--- src/rtl/ad_frame_fifo.sv ---
`default_nettype none
// ============================================================================
// Module      : ad_frame_fifo
// Description : Frame buffer between the AD7606 sample controller and the MCU
//               parallel-bus decoder. Stores whole 8 x 16-bit conversion
//               frames and serves the head frame one byte per read request,
//               so the 8-bit MCU never sees channels from different frames.
// Revision    : 1.0 - initial release
// ============================================================================
module ad_frame_fifo #(
    parameter int DEPTH = 4,
    parameter int CW    = 3
) (
    input  logic          clk,
    input  logic          rst_n,
    input  logic          frame_valid,
    input  logic [127:0]  ch_data,
    input  logic          rd_req,
    input  logic          clear,
    output logic [7:0]    rd_byte,
    output logic          rd_byte_vld,
    output logic [CW-1:0] fifo_count,
    output logic          fifo_empty,
    output logic          fifo_full,
    output logic          overflow
);

    localparam int          AW      = $clog2(DEPTH);
    localparam logic [3:0]  C_LAST  = 4'd15;
    localparam logic [CW-1:0] C_DEPTH = CW'(DEPTH);

    logic [127:0]  r_mem [DEPTH];
    logic [AW-1:0] r_wr_ptr;
    logic [AW-1:0] r_rd_ptr;
    logic [3:0]    r_byte_idx;
    logic [CW-1:0] r_count;
    logic          r_empty;
    logic          r_full;
    logic          r_overflow;
    logic [7:0]    r_rd_byte;
    logic          r_rd_vld;

    logic          w_push;
    logic          w_drop;
    logic          w_rd_acc;
    logic          w_pop;
    logic [127:0]  w_head;
    logic [7:0]    w_byte;
    logic [CW-1:0] w_count_nxt;

    // Full/empty are judged on the registered (pre-cycle) state; clear discards
    // any write or read request presented in the same cycle.
    assign w_push      = frame_valid && !r_full && !clear;
    assign w_drop      = frame_valid &&  r_full && !clear;
    assign w_rd_acc    = rd_req && !r_empty && !clear;
    assign w_pop       = w_rd_acc && (r_byte_idx == C_LAST);
    assign w_head      = r_mem[r_rd_ptr];
    // Channel k occupies bits [16k+15:16k], so byte n is simply bits [8n+7:8n].
    assign w_byte      = w_head[{r_byte_idx, 3'b000} +: 8];
    assign w_count_nxt = r_count + CW'(w_push) - CW'(w_pop);

    // Frame storage; contents need no reset because count/pointers gate reads.
    always_ff @(posedge clk) begin
        if (w_push) begin
            r_mem[r_wr_ptr] <= ch_data;
        end
    end

    // Pointer, byte index, occupancy and sticky overflow bookkeeping.
    always_ff @(posedge clk or negedge rst_n) begin
        if (!rst_n) begin
            r_wr_ptr   <= '0;
            r_rd_ptr   <= '0;
            r_byte_idx <= '0;
            r_count    <= '0;
            r_empty    <= 1'b1;
            r_full     <= 1'b0;
            r_overflow <= 1'b0;
        end else if (clear) begin
            r_wr_ptr   <= '0;
            r_rd_ptr   <= '0;
            r_byte_idx <= '0;
            r_count    <= '0;
            r_empty    <= 1'b1;
            r_full     <= 1'b0;
            r_overflow <= 1'b0;
        end else begin
            if (w_push) begin
                r_wr_ptr <= r_wr_ptr + 1'b1;
            end
            if (w_pop) begin
                r_rd_ptr <= r_rd_ptr + 1'b1;
            end
            if (w_rd_acc) begin
                r_byte_idx <= r_byte_idx + 1'b1;
            end
            if (w_drop) begin
                r_overflow <= 1'b1;
            end
            r_count <= w_count_nxt;
            r_empty <= (w_count_nxt == '0);
            r_full  <= (w_count_nxt == C_DEPTH);
        end
    end

    // Read data path: byte is held between accepted requests, valid pulses once.
    always_ff @(posedge clk or negedge rst_n) begin
        if (!rst_n) begin
            r_rd_byte <= '0;
            r_rd_vld  <= 1'b0;
        end else begin
            r_rd_vld <= w_rd_acc;
            if (w_rd_acc) begin
                r_rd_byte <= w_byte;
            end
        end
    end

    assign rd_byte     = r_rd_byte;
    assign rd_byte_vld = r_rd_vld;
    assign fifo_count  = r_count;
    assign fifo_empty  = r_empty;
    assign fifo_full   = r_full;
    assign overflow    = r_overflow;

endmodule
`default_nettype wire

--- config.mk ---
export PLATFORM = sky130hd
export DESIGN_NAME = ad_frame_fifo
export DESIGN_NICKNAME = d
export VERILOG_FILES = /design/src/rtl/ad_frame_fifo.sv
export SDC_FILE = /design/constraint.sdc
export NUM_CORES = 1
export LEC_CHECK = 0
export CELL_PAD_IN_SITES_DETAIL_PLACEMENT = 0
export CELL_PAD_IN_SITES_GLOBAL_PLACEMENT = 1
export CORE_MARGIN = 4
export CORE_UTILIZATION = 40
export DETAILED_ROUTE_END_ITERATION = 7
export PLACE_DENSITY_LB_ADDON = 0.1
export SYNTH_ARGS = -nofsm -noshare
export SYNTH_HDL_FRONTEND = slang
export SYNTH_SLANG_ARGS = --single-unit
--- constraint.sdc ---
create_clock -name clk -period 11.9 [get_ports clk]
set_input_delay 1.19 -clock clk [delete_from_list [all_inputs] [get_ports clk]]
set_output_delay 1.19 -clock clk [all_outputs]
set_load 0.005 [all_outputs]
Word level (Yosys, flattened, before mapping)
Memories as Yosys holds them, arrays and structs flattened. Index checks and enable logic that the tools add are counted.

Shift-type cells: 1. $add $sub $neg: 5. Equal/unequal tests: 2. Reduce and logical (&&, ||, !) cells: 15. Multiplexer cells: 13.

Operators with widths (number): 128-bit by 8-bit indexed part select with 8-bit output (1); 2-bit two-way mux (4); 4-bit two-way mux (2); 2-bit nonzero test (4); 1-bit logical AND (7); 1-bit two-way mux (6); 2-bit by 1-bit adder with 2-bit output (second input constant) (2); 4-bit by 1-bit adder with 4-bit output (second input constant) (1); 4-bit == test (second input constant) (1); 3-bit by 1-bit adder with 3-bit output (1); 3-bit == test (second input constant) (1); 1-bit logical NOT (3); 3-bit logical NOT (1); 3-bit two-way mux (1); 3-bit by 1-bit subtractor with 3-bit output (1).

Word-level logic and storage cells: 46. Register bits: 23. Input bits: 133. Bits in writable memories: 512. Memories: 1.

Memories: r_mem (depth 4, bits a word 128, rd ports 1, clocked after memory_dff 0, wr ports 1, line 32) `logic [127:0] r_mem [DEPTH];`.

Depth between registers and ports, before layout
Word-level depth: 7. Gate-level depth with buffers: 11. Gate-level depth less buffers: 11.

Worst setup path before layout
No wires, ideal clock.

Path type: input to register. From: in frame_valid. To: mem r_mem[0][0], enable pin. Library setup time: 0.502 ns. Data arrival time: 4.650 ns. Path buffers: 0. Path slack: 6.748 ns. Cell stages on the path: 3. Path through: nor2b_1 > nor2b_1 > and2_1.

Word-level cells in the longest chain between the ends: 4.

RTL lines: start, declared (line 16) `input logic frame_valid,`; 1-bit logical AND (2 in a row) (line 53) `assign w_push = frame_valid && !r_full && !clear;`; 1-bit two-way mux (line 64) `if (w_push) begin`; 1-bit two-way mux (not written as such) (line 65) `r_mem[r_wr_ptr] <= ch_data;`; end, declared (line 32).

No other way between the ends.

Final worst setup path
From: in frame_valid. To: mem r_mem[2][119], enable pin.

Same word-level chain as after synthesis.

==> flow_summary.yaml <==
sta:
  slew_headroom_pct: 28.30
  hold_violations: 0
  worst_pin_slew_ps: 1076
  period_share_pct: 33.50
  final_max_slew_viol_count: 0
  period_minus_slack_ps: 3987
  final-setup-viol-count: 0
  setup_tns_ps: 0
  fin_skew_ps: 11.07
  grt_setup_unrepaired: "no"
  fmax_ghz: 0.2508
synthesis:
  ys_types: 45
  yosys_warnings: 0
  syn_inst: 946
  synthArstFlopShare_pct: 4.299
  synth_ff_type: "edfxtp_1"
  synthSimpleGateAreaFrac_pct: 1.748
  synth_top_family_by_area: "multiplexers"
  synthXorXnorAreaFrac_pct: 0.2964
  syn-cell-area_um2: 20680
  ys_seq_area_share_pct: 77.12
  synthTopCellsByArea: "edfxtp_1 (74%), mux4_2 (11%), mux2i_1 (3.3%), dfrtp_1 (2.7%), o22ai_1 (0.91%)"
  ys_seq_elements: 535
  synth_compound_area_share_pct: 2.698
  synth_edf_count: 512
  synth_mux_area_share_pct: 16.10
  yosys.area.top_type_share_pct: 74.33
  yosysTopAreaCell: "edfxtp_1"
  synth_fa_ha_area_share_pct: 0.5202
  syn_area_per_cell_um2: 21.86
  synthesis.nets: 1087
worst_setup_path:
  r2r-start: "r_rd_ptr[1]$_DFFE_PN0P_"
  crit_path_max_fanout: 68
  end_kind: "flop"
  reg2reg_depth: 5
  critical_path.cell_chain: "clkdlybuf4s50_1 -> nor2b_1 -> nor2b_1 -> and2_4 -> buf_4"
  start_kind: "primary input"
  crit_buf_inv: 2
  rrSetupSlack_ps: 8340
  crit_cells: 5
  critPathKind: "in2reg"
  cp_slowest_stage_delay_ps: 930
  regToRegEndpoint: "rd_byte[2]$_DFFE_PN0P_"
  crit_slowest_cell: "buf_4"
  path_common_cell: "nor2b_1"
  arrival_ps: 4200
  crit_required_ps: 12110
  cpLargestDelayFamily: "simple AND/OR/NAND/NOR gates"
power:
  p_int_mw: 3.258
  p_comb_share_pct: 5.9
  swShare_pct: 20.62
  power.total_mw: 4.104
  power_density_nw_per_um2: 166.5
  p_switching_mw: 0.8460
  power.leakage_nw: 7.595
  peakVddDrop_mv: 0.09620
  pwr-share-clk_pct: 41.3
  sequentialPowerShare_pct: 52.7
placement:
  io_buffers: 147
  place.gp.congestion: 0.7337
  hpwl_um: 27210
  dp_cells: 1740
  post_dp_cell_area_um2: 22860
grt:
  grt_pass1_vias: 10500
  grt_pass1_wl_um: 68030
  antenna_found_initial: 0
  grt-ovfl-total: 0
  grt_use_total_pct: 16.24
  grt_max_degree: 69
clock_tree:
  clk-insertion-delay-late_ps: 600
  cts-root-buf: "clkbuf_16"
  cts_made_buffers: 55
  clockBufferDepth: 3
  ctsResizeCount: 0
  clkTransAtPathRegs_ps: 60
  cts_num_sinks: 535
  cts_hold_repair.buffers: 0
  post-cts-setup-buffers: 0
  cts_tree: "done"
  htreeDepth: 2
routing:
  drt-wirelength-per-cell_um: 24.40
  avgViaCountPerCell: 5.265
  antenna_left: 0
  drtPass1Iterations: 7
  drc: 0
  wirelength_um: 44970
  wl_met1_um: 20460
  num_vias: 9704
  wl_met2_um: 21830
  wl_met3_um: 1898
  top_layer: "met4"
  drt-initial-drc-count: 628
finish:
  multiInputGateArea_um2: 4429
  ff_latch_area_um2: 15960
  antennaDiodeCount: 0
  nets: 1258
  syn2layout_area_growth_pct: 19.19
  drive_gt1_share_pct: 18.83
  final_cells: 1843
  fin_util_pct: 48.06
  design_area_um2: 24650
  nFillCells: 4289
worst_hold_path:
  worst_hold_path.endpoint: "overflow$_DFFE_PN0P_"
  hp-start: "overflow$_DFFE_PN0P_"
  hp-class: "reg2reg"
  whs_path_depth: 2
status:
  outcome: "finished clean"
floorplanning:
  die_height_um: 235.4
  boundaryPins: 148
  rows: 83
  initial_core_util_pct: 40.32
  dieArea_um2: 55410
  die_w_um: 235.4
  core_um2: 51300
flow_run:
  cap_viol_max_count: 0
worst min-delay path, cell delays in order (launching register included):
cell and delay, ps:
dfrtp_1 340, a21oi_1 40, nor2_1 80
per-stage QoR:
| stage | hold WS [ps] | setup slack [ps] |
|---|---|---|
| 2_1_floorplan | 485.9 | 6748 |
| 3_3_place_gp | 481.4 | 7236 |
| 3_5_place_dp | 498.5 | 7244 |
| 4_1_cts | 512.4 | 7881 |
| 5_1_grt | 534.9 | 7706 |
| 6_report | 505.8 | 7913 |
worst max-delay path by stage:
stage / from / to / slack [ps]
after floorplan: frame_valid / r_mem[0][0]$_DFFE_PP_ / 6750
after global placement: frame_valid / r_mem[2][105]$_DFFE_PP_ / 7240
after detailed placement: frame_valid / r_mem[0][3]$_DFFE_PP_ / 7240
after CTS: frame_valid / r_mem[0][41]$_DFFE_PP_ / 7880
after global routing: frame_valid / r_mem[0][33]$_DFFE_PP_ / 7710
final: frame_valid / r_mem[2][119]$_DFFE_PP_ / 7910
kinds of logic after synthesis:
family	after synthesis
simple gates	69
buf+inv	56
mux	189
compound gates	82
xor+xnor	7
flops	535
fa+ha+maj	8
power groups by stage:
| stage | sequential, mW | combinational, mW | clock (mW) |
|---|---|---|---|
| finish | 2.16 | 0.243 | 1.70 |
| floorplan | 2.19 | 0.118 | 0 |
| CTS | 2.17 | 0.251 | 1.75 |
| detailed placement | 2.21 | 0.250 | 0 |
| global route | 2.17 | 0.263 | 1.83 |
| global placement | 2.20 | 0.249 | 0 |
registers in the layout, indices dropped and copies added (netlist names):
name	cells
r_mem	512
rd_byte	8
r_byte_idx	4
fifo_count	3
r_rd_ptr	2
r_wr_ptr	2
fifo_empty	1
fifo_full	1
overflow	1
rd_byte_vld	1
cell usage in the layout, fill, tap and decap left out, drive strengths merged, types with 4 or more instances in the layout:
master         instances
nand2                  8
bufinv                 6
nor2b                 14
o21a                   5
edfxtp               512
clkbuf                74
xnor2                  4
mux2                   9
nor2                  23
o21ai                 15
nand3                  4
clkinv                17
o22ai                 30
a21oi                  6
buf                   16
a311o                  5
clkdlybuf4s50        147
mux2i                 68
a2111oi                8
ha                     7
o32ai                  5
inv                   11
dfrtp                 22
mux4                 112
and2                   5
area by class of cell:
| class | count | area share, % |
|---|---|---|
| inverters | 7 | 0.1066 |
| well taps | 680 | 3.451 |
| clock buffers | 74 | 6.034 |
| multi-input cells | 355 | 17.97 |
| clock inverters | 29 | 1.238 |
| repair buffers | 163 | 6.456 |
| flip-flops and latches | 535 | 64.75 |
routing by layer:
layer | vias to the layer above | GRT usage [%]
met2 | 213 | 26.44
met1 | 5108 | 23.08
met3 | 61 | 3.093
met4 | 0 | 3.631
li1 | 4322 | -
met5 | - | 0
cells in the mapped netlist, drive strengths merged, types with 2 or more instances:
master / count
a311o: 5
o2111ai: 2
nor2b: 14
inv: 7
clkbuf: 10
nor2: 23
and2: 5
and3: 3
a21oi: 6
nand2b: 3
mux2: 9
xnor2: 4
o21a: 5
o31ai: 2
o21ai: 15
edfxtp: 512
dfrtp: 22
xor2: 3
a2111oi: 8
buf: 39
nand2: 8
o22ai: 30
nor3b: 2
ha: 7
nor3: 2
a211o: 2
o32ai: 5
mux4: 112
nand3: 4
mux2i: 68
(Power assumes the default switching activity.)
